$ cat config.mk
export PLATFORM = sky130hd
export DESIGN_NAME = jesd204b_sysref_align
export DESIGN_NICKNAME = d
export VERILOG_FILES = /design/src/rtl/jesd204b_sysref_align.sv
export SDC_FILE = /design/constraint.sdc
export NUM_CORES = 1
export LEC_CHECK = 0
export CAP_MARGIN = 10
export CORE_UTILIZATION = 50
export DETAILED_ROUTE_END_ITERATION = 16
export PLACE_DENSITY = 0.76
export SETUP_SLACK_MARGIN = 0.02
export SKIP_LAST_GASP = 1
export SLEW_MARGIN = 20
export SYNTH_ARGS = -nofsm -noshare
export SYNTH_HDL_FRONTEND = slang
export SYNTH_SLANG_ARGS = --single-unit
$ cat constraint.sdc
create_clock -name clk -period 1.8 [get_ports clk]
set_input_delay 0.27 -clock clk [delete_from_list [all_inputs] [get_ports clk]]
set_output_delay 0.27 -clock clk [all_outputs]
set_load 0.03 [all_outputs]
$ cat src/rtl/jesd204b_sysref_align.sv
// +----------------------------------------------------------------------------+
// | jesd204b_sysref_align: SYSREF/SYNC~ capture, deglitch and LMFC alignment   |
// | Rev 1.0 - initial parametrised release                                     |
// +----------------------------------------------------------------------------+
`timescale 1ns/1ps
`default_nettype none

module jesd204b_sysref_align #(
  parameter int N_SYNC      = 4,
  parameter int SYNC_STAGES = 2,
  parameter int LMFC_PERIOD = 32,
  parameter int DEGLITCH    = 3,
  parameter int CNT_W       = 8
) (
  input  logic                           clk,
  input  logic                           reset_b,
  input  logic                           neg_edge_sel,
  input  logic [1:0]                     sysref_mode,
  input  logic                           arm,
  input  logic                           sysref_i,
  input  logic [N_SYNC-1:0]              sync_b_i,
  output logic [N_SYNC-1:0]              sync_b_o,
  output logic                           sysref_o,
  output logic                           lmfc_o,
  output logic [$clog2(LMFC_PERIOD)-1:0] lmfc_phase_o,
  output logic                           aligned_o,
  output logic                           phase_err_o,
  output logic [CNT_W-1:0]               sysref_cnt_o
);

  localparam int PH_W = $clog2(LMFC_PERIOD);
  localparam int CAP_W = N_SYNC + 1;
  localparam int DG_W = $clog2(DEGLITCH + 1);
  localparam logic [PH_W-1:0] PH_LAST = PH_W'(LMFC_PERIOD - 1);

  typedef enum logic [1:0] {
    ST_IDLE    = 2'd0,
    ST_ARMED   = 2'd1,
    ST_ALIGNED = 2'd2
  } state_t;

  // ---------------------------------------------------------------------------
  // Capture on the selected edge, then a posedge synchroniser chain
  // ---------------------------------------------------------------------------
  logic [CAP_W-1:0] cap_p;
  logic [CAP_W-1:0] cap_n;
  logic [CAP_W-1:0] cap_sel;
  logic [CAP_W-1:0] pipe [SYNC_STAGES];
  logic [CAP_W-1:0] synced;
  logic             sysref_s;
  logic             sysref_s_d;
  logic [N_SYNC-1:0] sync_s;

  always_ff @(posedge clk or negedge reset_b) begin
    if (!reset_b) cap_p <= '0;
    else          cap_p <= {sync_b_i, sysref_i};
  end

  always_ff @(negedge clk or negedge reset_b) begin
    if (!reset_b) cap_n <= '0;
    else          cap_n <= {sync_b_i, sysref_i};
  end

  assign cap_sel = neg_edge_sel ? cap_n : cap_p;

  for (genvar g = 0; g < SYNC_STAGES; g++) begin : g_stage
    if (g == 0) begin : g_first
      always_ff @(posedge clk or negedge reset_b) begin
        if (!reset_b) pipe[g] <= '0;
        else          pipe[g] <= cap_sel;
      end
    end else begin : g_next
      always_ff @(posedge clk or negedge reset_b) begin
        if (!reset_b) pipe[g] <= '0;
        else          pipe[g] <= pipe[g-1];
      end
    end
  end

  assign synced   = pipe[SYNC_STAGES-1];
  assign sysref_s = synced[0];
  assign sync_s   = synced[CAP_W-1:1];

  // ---------------------------------------------------------------------------
  // SYSREF rising-edge pulse and saturating event counter
  // ---------------------------------------------------------------------------
  always_ff @(posedge clk or negedge reset_b) begin
    if (!reset_b) begin
      sysref_s_d <= 1'b0;
      sysref_o   <= 1'b0;
    end else begin
      sysref_s_d <= sysref_s;
      sysref_o   <= sysref_s & ~sysref_s_d;
    end
  end

  always_ff @(posedge clk or negedge reset_b) begin
    if (!reset_b)                          sysref_cnt_o <= '0;
    else if (sysref_o && !(&sysref_cnt_o)) sysref_cnt_o <= sysref_cnt_o + CNT_W'(1);
  end

  // ---------------------------------------------------------------------------
  // Per-lane SYNC~ deglitch: output follows only after DEGLITCH differing samples
  // ---------------------------------------------------------------------------
  for (genvar g = 0; g < N_SYNC; g++) begin : g_lane
    logic [DG_W-1:0] dg_cnt;
    logic            lane_q;

    always_ff @(posedge clk or negedge reset_b) begin
      if (!reset_b) begin
        dg_cnt <= '0;
        lane_q <= 1'b0;
      end else if (sync_s[g] == lane_q) begin
        dg_cnt <= '0;
      end else if (dg_cnt == DG_W'(DEGLITCH - 1)) begin
        dg_cnt <= '0;
        lane_q <= sync_s[g];
      end else begin
        dg_cnt <= dg_cnt + DG_W'(1);
      end
    end

    assign sync_b_o[g] = lane_q;
  end

  // ---------------------------------------------------------------------------
  // Alignment state machine
  // ---------------------------------------------------------------------------
  state_t state;
  state_t state_nxt;
  logic   mode_on;
  logic   mode_cont;

  assign mode_on   = (sysref_mode == 2'd1) || (sysref_mode == 2'd2);
  assign mode_cont = (sysref_mode == 2'd2);

  always_ff @(posedge clk or negedge reset_b) begin
    if (!reset_b) state <= ST_IDLE;
    else          state <= state_nxt;
  end

  always_comb begin
    state_nxt = state;
    if (!mode_on) begin
      state_nxt = ST_IDLE;
    end else if (arm) begin
      state_nxt = ST_ARMED;
    end else begin
      case (state)
        ST_ARMED:   if (sysref_o) state_nxt = ST_ALIGNED;
        ST_ALIGNED: state_nxt = ST_ALIGNED;
        default:    state_nxt = ST_IDLE;
      endcase
    end
  end

  // ---------------------------------------------------------------------------
  // LMFC counter: zero outside ALIGNED, zeroed on entry and on continuous realign
  // ---------------------------------------------------------------------------
  logic [PH_W-1:0] lmfc_cnt;

  always_ff @(posedge clk or negedge reset_b) begin
    if (!reset_b)                                         lmfc_cnt <= '0;
    else if (state_nxt != ST_ALIGNED || state != ST_ALIGNED) lmfc_cnt <= '0;
    else if (mode_cont && sysref_o)                       lmfc_cnt <= '0;
    else if (lmfc_cnt == PH_LAST)                         lmfc_cnt <= '0;
    else                                                  lmfc_cnt <= lmfc_cnt + PH_W'(1);
  end

  always_ff @(posedge clk or negedge reset_b) begin
    if (!reset_b) begin
      phase_err_o <= 1'b0;
    end else if (mode_on && arm) begin
      phase_err_o <= 1'b0;
    end else if (state == ST_ALIGNED && mode_cont && sysref_o && lmfc_cnt != PH_LAST) begin
      phase_err_o <= 1'b1;
    end
  end

  assign aligned_o    = (state == ST_ALIGNED);
  assign lmfc_o       = aligned_o && (lmfc_cnt == '0);
  assign lmfc_phase_o = lmfc_cnt;

endmodule

`default_nettype wire

Word level (Yosys, flattened, before mapping)

Index checks and enable logic that the tools add are counted.

Add/subtract/negate cells: 6
Eq/ne operators: 16
Mux-type cells: 18
Bitwise gates (word level): 6
Reductions and logical operators: 17

Operators with widths:

| operator              | count |
|---|---|
| $mux W2               | 11 |
| $mux W5               | 4 |
| $eq A2 B2 Y1 const B  | 6 |
| $add A2 B1 Y2 const B | 4 |
| $add A8 B1 Y8 const B | 1 |
| $reduce_and A2 Y1     | 4 |
| $reduce_and A8 Y1     | 1 |
| $logic_and A1 B1 Y1   | 7 |
| $add A5 B1 Y5 const B | 1 |
| $eq A5 B5 Y1 const B  | 1 |
| $logic_not A5 Y1      | 1 |
| $ne A5 B5 Y1 const B  | 1 |
| $not A1 Y1            | 5 |
| $eq A1 B1 Y1          | 4 |
| $eq A2 B1 Y1 const B  | 2 |
| $ne A2 B2 Y1 const B  | 2 |
| $pmux W2 S2           | 1 |
| $logic_or A1 B1 Y1    | 2 |
| $mux W1               | 2 |
| $reduce_bool A2 Y1    | 1 |
| $and A1 B1 Y1         | 1 |
| $logic_not A1 Y1      | 1 |

Flip-flop bits (word level): 50
Input port bits: 11
Output and inout port bits: 21
Word-level logic and storage cells: 81

Depth between registers and ports, before layout

Gate-level depths: netlist of run 1.

Depth after elaboration: 7
Mapped depth: 6
Depth with buffers taken out: 6

==> run metrics, run 1 <==
result of the run finished, final reports clean; Mapped Area 1950 µm²; critical path class reg -> out; Post-Syn Instances 145; max-cap viol count 0; Num CTS Buffers 5; initial antenna violation count 0; wire length of the first global-routing pass 5350 µm; number of synthesized flops with an enable pin 0; CTS root buf clkbuf_8; HP Class reg -> reg; #FFs+latches synth 50; Max IR drop VDD 0.889 mV; full die area 4150 µm²; LEAKAGE 1.12 nW; Slew Viols, Final 0; num rows 22; asr flop ratio synth 100%; RSZ-0062 raised after global routing true; total wire length 3090 µm; crit path cell chain clkdlybuf4s50_1; clk_lat worst skew 0.30 ns; Util after Layout 66.9%; Die Ht 64.4 µm; GRT overflow 0; Avg Synthesized Cell Area 13.4 µm²; total number of vias 1220; Ys Warns 0; drt pass-1 iters 4; Max-Slew Margin vs Limit 69.4%; final setup violation count 0; fillers 286; PD cells 1290 nW/µm²; crit end category primary output; CTS clk-pin slew, worst paths 0.08 ns; minimum clock period 1.73 ns; Longest Clk Path Bufs 2; Global Route Usage Sum 17.5%; crit path max fanout 6; Worst path slowest cell clkdlybuf4s50_1; total nets after synthesis 163; Seq/Total Area, Yosys 64.3%; Sw Pwr 0.00101 W; storage element area 1250 µm²; top cell type's share of synthesized area 57.8%; share of power burned in registers 49.1%; Tightest Pin Transition 0.459 ns; count of final hold-check violations 0; # IOs 32; number of antenna diodes 0; H-tree Lvls 2; DR WL/cell 13.2 µm; Clk pwr share 23.5%; area of the multi-input gates 651 µm²; largest net degree at the start of global routing 40; Combinational Power Share 27.4%; Critical Path AT 1.46 ns; count leader, synth dfrtp_1; switching share of power 31.6%; vias in the first global route 1234; TritonCTS Sinks 50; internal power 0.00218 W; synthesis-to-layout area growth 26.8%; die width 64.4 µm; layout cells sized above 1 19.4%; starting DRC count in detailed routing 42; fin nets 203; Crit path buffers/inverters 1; final period utilization 96.0%; Worst path top cell family by delay buffers and inverters; Starting Density 52.8%; Clock Skews 0.00493 ns; f_max 0.579 GHz; TritonCTS clock tree done; Post-synth top cells 45 x dfrtp_1, 11 x mux2_2, 10 x inv_1; Cell variety after synth 32; Max stage delay on crit path 0.71 ns; cell taking the most area after synthesis dfrtp_1; Worst Path Required 1.53 ns; Post-DRT Antenna Nets 0; Post-synth top flop dfrtp_1; Fin Hold WS 0.355 ns; synth top area cells dfrtp_1 58%, dfrtn_1 6.4%, mux2_2 6.4%; I/O Buffers 31; Core ar. 3690 µm²; Startpoint Class flop; dpl hpwl 2230 µm; RePlAce Congestion 0.787; DRC viols 0; vias per inst 5.21
==> final timing paths <==
kind	depth (start not counted)	slack, ns	end	from
min in group asynchronous	2	0.38	cap_p[4]	reset_b
worst max register to register	5	0.09	lmfc_phase_o[2]	state[0]
worst max-delay path	1	0.07	sysref_cnt_o[3]	sysref_cnt_o[3]
worst min register to register	0	0.35	synced[0]	pipe[5]
max in group asynchronous	2	0.39	cap_n[0]	reset_b
worst min-delay path	0	0.35	synced[0]	pipe[5]
==> logic make-up after synthesis <==
group                      share of synthesized area, %
adders and majority gates                          4.50
muxes                                              6.88
and+or+nand+nor                                    12.2
buffers and inverters                              4.05
xor gates and xnor gates                           3.60
AOI/OAI and AO/OA                                  4.50
DFF                                                64.3
==> metrics by stage <==
step	cells	area (µm²)	total power [W]	setup TNS, ns	setup WS [ns]
after floorplan	145	1950	0.00217	0	0.0803
after global placement	224	2310	0.00242	-1.05	-0.251
after detailed placement	224	2310	0.00247	-1.42	-0.319
after CTS	234	2460	0.00323	-0.0367	-0.0237
after global routing	234	2470	0.00336	0	0.0163
final	234	2470	0.00320	0	0.0720
==> state kept, by name, indices dropped and copies added (netlist names), 4 cells and up <==
name / flops
cap_n: 5
cap_p: 5
g_lane.dg_cnt: 8
g_lane.lane_q: 4
lmfc_phase_o: 5
pipe: 5
synced: 5
sysref_cnt_o: 8
==> cell usage in the layout, fill, tap and decap left out, drive strengths merged <==
cell type / count
dfrtp: 45
clkdlybuf4s50: 24
or4: 1
xor2: 2
bufinv: 1
xnor2: 6
nand3: 6
ha: 7
dlymetal6s2s: 3
nand2: 2
a41oi: 2
nor3b: 4
o21ai: 2
clkinv: 2
nand4: 2
o21a: 1
dlygate4sd2: 2
and4: 2
dfrtn: 5
nand2b: 1
inv: 10
a21oi: 4
clkbuf: 6
a211oi: 1
nor4: 1
a2111oi: 1
mux2: 11
nor3: 8
nor2b: 6
dlygate4sd3: 1
nor2: 5
buf: 7
mux2i: 1
and3: 1
a31oi: 1
and4bb: 1
a211o: 1
==> repair_timing <==
| action | CTS | global route |
|---|---|---|
| gates resized for setup | 8 | 6 |
| pin swaps | 3 | 1 |
| buffers inserted | 1 | 0 |
| hold endpoints to repair | 6 | 0 |
| hold buffers | 1 | 0 |
| gates cloned | 0 | 0 |
| setup endpoints to repair | 6 | 9 |
==> cell type report <==
class	count	area share, %
inverters	10	1.52
flip-flops and latches	50	50.7
clock buffers	5	2.79
well taps	48	2.43
clock inverters	3	1.62
multi-input cells	80	26.4
repair buffers	38	14.6
==> power by group through the flow <==
stage                     combinational [W]  clock (W)  sequential, W
after detailed placement           0.000884          0        0.00159
after global routing               0.000934   0.000821        0.00161
after global placement             0.000856          0        0.00157
final                              0.000876   0.000752        0.00157
after CTS                          0.000892   0.000767        0.00157
after floorplan                    0.000492          0        0.00167
==> per-layer routing <==
layer | global-route usage [%] | vias to the layer above | share of wire [%]
met5 | 0 | - | 0
met4 | 7.50 | 0 | 1.7
met3 | 5.00 | 5 | 4.3
met2 | 29.3 | 26 | 51
met1 | 21.0 | 610 | 43
li1 | - | 579 | -
Power figures use the tool's default switching activity.
==> inputs of run 2 (changes only) <==
- CTS_BUF_LIST: unset -> sky130_fd_sc_hd__clkbuf_16
==> run 2 against run 1 <==
Compared with the run above:
- combinational power hardly changed
- sequential cell count stayed put
- core utilization is 1.6 points higher
- maximum frequency is 1.1% higher
- power is 8.9% higher
- first-iteration DRC count is 19% lower
- largest power group unchanged
==> run metrics, run 2 (synthesis results as in run 1) <==
result of the run finished, final reports clean; total wire length 3150 µm; Worst Path Required 1.53 ns; Clock Skews 0.0212 ns; LEAKAGE 1.13 nW; num rows 22; Crit path depth 1; commonest non-fill, non-tap cell in the layout dfrtp_1; die width 64.4 µm; vias per inst 5.24; minimum clock period 1.71 ns; fin nets 203; Critical Path AT 1.44 ns; starting DRC count in detailed routing 34; Tightest Pin Transition 0.464 ns; GRT overflow 0; Die Ht 64.4 µm; final period utilization 95.0%; internal power 0.00243 W; crit end category primary output; dpl hpwl 2230 µm; DRC viols 0; Min-Delay Endpoint synced[1]; initial antenna violation count 0; f_max 0.585 GHz; max-cap viol count 0; DR WL/cell 13.4 µm; setup TNS 0 ns; crit path cell chain clkdlybuf4s50_1; hold path cells 0; Slew Viols, Final 0; Post-DRT Antenna Nets 0; layout cells sized above 1 19.4%; fillers 276; I/O Buffers 31; # IOs 32; CTS clk-pin slew, worst paths 0.06 ns; Max IR drop VDD 0.974 mV; PD cells 1380 nW/µm²; hold path start pipe[6]; total number of vias 1226; clk_lat worst skew 0.31 ns; switching share of power 30.2%; TritonCTS clock tree done; CTS root buf clkbuf_16; Starting Density 52.8%; Num CTS Buffers 5; most frequent cells in the layout 45 x dfrtp_1, 23 x clkdlybuf4s50_1, 11 x mux2_2; Sw Pwr 0.00105 W; final setup violation count 0; TritonCTS Sinks 50; end of the worst register-to-register path lmfc_phase_o[0]; Crit path buffers/inverters 1; Placed Cells 224; RSZ-0062 raised after global routing false; RePlAce Congestion 0.787; wire length of the first global-routing pass 5510 µm; Util after Layout 68.5%; fin area 2530 µm²; register-to-register setup slack 0.11 ns; full die area 4150 µm²; reg2reg path depth 5; Longest Clk Path Bufs 2; synthesis-to-layout area growth 29.8%; dpl ws -0.319 ns; H-tree Lvls 2; vias in the first global route 1273; Max stage delay on crit path 0.71 ns; top flop regs g_lane.dg_cnt (8), sysref_cnt_o (8); final setup margin 0.0899 ns; Startpoint Class flop; Placed Area 2310 µm²; share of power burned in registers 45.2%; critical path class reg -> out; Worst path top cell family by delay buffers and inverters; HP Class reg -> reg; largest net degree at the start of global routing 40; Combinational Power Share 25.2%; Core ar. 3690 µm²; Global Route Usage Sum 18.1%; Max-Slew Margin vs Limit 69.1%; R2R Path Start state[0]; Clk pwr share 29.7%; CP startpoint sysref_cnt_o[2]; Worst path slowest cell clkdlybuf4s50_1; number of antenna diodes 0; drt pass-1 iters 4; final non-filler cell total 234; crit path max fanout 7; count of final hold-check violations 0
## run 2: changes by cell type in the layout (fill, tap and decap cells not counted)
cell | previous run | this run
clkbuf_16 | 0 | 5
clkbuf_8 | 5 | 0
dlygate4sd2_1 | 2 | 4
clkdlybuf4s50_1 | 24 | 23
dlymetal6s2s_1 | 3 | 2
nor3_2 | 3 | 2
nor3_4 | 0 | 1
## run 2: layout make-up
| type | instances | area [µm²] | area share, % |
|---|---|---|---|
| clock buffers | 5 | 125 | 4.95 |
| repair buffers | 38 | 355 | 14.1 |
| flip-flops and latches | 50 | 1250 | 49.5 |
| clock inverters | 3 | 40.0 | 1.58 |
| multi-input cells | 80 | 657 | 26.0 |
| inverters | 10 | 37.5 | 1.49 |
| well taps | 48 | 60.1 | 2.38 |
## run 2: power groups by stage
stage	registers [W]	logic, W	clock network, W
floorplan	0.00167	0.000492	0
global placement	0.00157	0.000856	0
detailed placement	0.00159	0.000884	0
CTS	0.00157	0.000889	0.00106
global route	0.00161	0.000935	0.00111
finish	0.00157	0.000876	0.00103
## run 2: per-stage QoR
stage | total power, W | hold WS [ns]
final | 0.00348 | 0.350
after global routing | 0.00365 | 0.365
after CTS | 0.00352 | 0.355
after detailed placement | 0.00247 | 0.160
after global placement | 0.00242 | 0.151
after floorplan | 0.00217 | -0.0256
## run 2: worst max path at each step
stage	slack, ns	to
finish	0.09	sysref_cnt_o[2]
global route	0.02	phase_err_o
CTS	-0.02	lmfc_o
detailed placement	-0.32	lmfc_phase_o[0]
global placement	-0.25	lmfc_phase_o[2]
floorplan	0.08	lmfc_o
## run 2: timing repair
| item | 4_1_cts | 5_1_grt |
|---|---|---|
| pin swaps | 4 | 1 |
| setup buffers | 0 | 1 |
| setup endpoints to repair | 6 | 8 |
| gates resized for setup | 10 | 6 |
| hold buffers | 1 | 0 |
| hold endpoints to repair | 6 | 0 |
## run 2: per-layer routing
metal | track usage (%) | share of wire, % | vias up
met5 | 0 | 0 | -
met3 | 6.25 | 4.9 | 7
li1 | - | - | 582
met1 | 21.4 | 43 | 610
met4 | 7.78 | 1.9 | 0
met2 | 30.0 | 50 | 27
==> inputs of run 3 (changes only) <==
- ABC_AREA: unset -> 0
- RECOVER_POWER: unset -> 100
==> run 3 against run 2 <==
Compared with the run above:
- register-to-register slack about the same
- worst hold slack about the same
- clock skew about the same
- via count unchanged
- worst setup slack got worse by 0.020 ns
- routed wire length about the same
- core utilization fell by 0.88 points
- clock-buffer cell count unchanged
- final cell count unchanged
- global-route usage unchanged
- sequential cell count stayed put
- critical path type unchanged
==> run metrics, run 3 (synthesis results as in run 1) <==
result of the run finished, final reports clean; TritonCTS Sinks 50; critical path class reg -> out; layout cells sized above 1 18.8%; drt pass-1 iters 4; final setup margin 0.0702 ns; vias in the first global route 1273; starting DRC count in detailed routing 53; TritonCTS clock tree done; DR WL/cell 13.4 µm; dpl ws -0.319 ns; full die area 4150 µm²; RePlAce Congestion 0.787; num rows 22; Worst Path Required 1.53 ns; crit path max fanout 4; RSZ-0062 raised after global routing false; clk_lat worst skew 0.31 ns; die width 64.4 µm; total power 0.00344 W; Die Ht 64.4 µm; Tightest Pin Transition 0.815 ns; Global Route Usage Sum 18.1%; commonest non-fill, non-tap cell in the layout dfrtp_1; f_max 0.578 GHz; fin area 2490 µm²; GRT overflow 0; I/O Buffers 31; Util after Layout 67.6%; final non-filler cell total 234; Post-DRT Antenna Nets 0; CTS clk-pin slew, worst paths 0.06 ns; Longest Clk Path Bufs 2; Critical Path AT 1.46 ns; CTS root buf clkbuf_16; H-tree Lvls 2; max-cap viol count 0; Clock Skews 0.0210 ns; HP Class reg -> reg; dpl hpwl 2230 µm; final period utilization 96.1%; total number of vias 1226; total wire length 3150 µm; Placed Area 2310 µm²; PD cells 1380 nW/µm²; crit end category primary output; DRC viols 0; synthesis-to-layout area growth 28.1%; largest net degree at the start of global routing 40; Starting Density 52.8%; Placed Cells 224; most frequent cells in the layout 45 x dfrtp_1, 12 x dlygate4sd3_1, 12 x clkdlybuf4s50_1; count of final hold-check violations 0; wire length of the first global-routing pass 5510 µm; Max-Slew Margin vs Limit 45.7%; vias per inst 5.24; Num CTS Buffers 5; Startpoint Class flop; fin nets 203; Slew Viols, Final 0; minimum clock period 1.73 ns; Core ar. 3690 µm²; Max IR drop VDD 0.966 mV; # IOs 32; number of antenna diodes 0; LEAKAGE 1.11 nW; final setup violation count 0; initial antenna violation count 0; top flop regs g_lane.dg_cnt (8), sysref_cnt_o (8)
[run 3: changes by cell type in the layout (fill, tap and decap cells not counted)]
cell             before  now
buf_2                 1    2
buf_4                 6    2
clkbuf_1              0    3
clkbuf_2              1    2
clkbuf_4              0    1
clkdlybuf4s50_1      23   12
dlygate4sd3_1         1   12
dlymetal6s2s_1        2    0
nor3_2                2    3
nor3_4                1    0
[run 3: layout make-up]
| type | count | area [µm²] |
|---|---|---|
| Inverter | 10 | 37.5 |
| Fill cell | 281 | 1190 |
| Multi-Input combinational cell | 80 | 651 |
| Clock inverter | 3 | 40.0 |
| Tap cell | 48 | 60.1 |
| Sequential cell | 50 | 1250 |
| Clock buffer | 5 | 125 |
| Timing Repair Buffer | 38 | 329 |
[run 3: path summary, 6_finish.rpt]
kind,from,endpoint,slack (ns),depth (start not counted)
max,lmfc_phase_o[0],lmfc_phase_o[0],0.07,2
min,pipe[6],synced[1],0.35,0
max reg2reg,state[0],lmfc_phase_o[0],0.11,5
min reg2reg,pipe[6],synced[1],0.35,0
max in group asynchronous,reset_b,g_lane[2].dg_cnt[0],0.33,3
min in group asynchronous,reset_b,cap_p[4],0.39,2
[run 3: routing by layer]
layer	global-route usage, %	routed length [µm]
met3	6.25	183
met4	7.78	61
met5	0	0
met1	21.4	1320
met2	30.0	1580
[run 3: repair_timing]
item | 4_1_cts | 5_1_grt
buffers inserted | 0 | 1
pin swaps | 4 | 1
hold buffers | 1 | 0
hold endpoints to repair | 6 | 0
gates resized for setup | 10 | 6
setup endpoints to repair | 6 | 8
[run 3: stage by stage]
step	TNS, ns	hold WS, ns
2_1_floorplan	0	-0.0256
3_3_place_gp	-1.05	0.151
3_5_place_dp	-1.42	0.160
4_1_cts	-0.0238	0.355
5_1_grt	0	0.365
6_report	0	0.351
[run 3: power breakdown]
part	switching [W]	leakage [nW]	internal (W)
Combinational	0.000446	0.401	0.000389
Sequential	0.000224	0.621	0.00135
Clock	0.000383	0.0836	0.000650
Total	0.00105	1.11	0.00239
[run 3: critical path: stages (launching register included)]
cell and delay [ns]:
dfrtp_1 0.34, clkbuf_2 0.15, clkdlybuf4s50_1 0.68
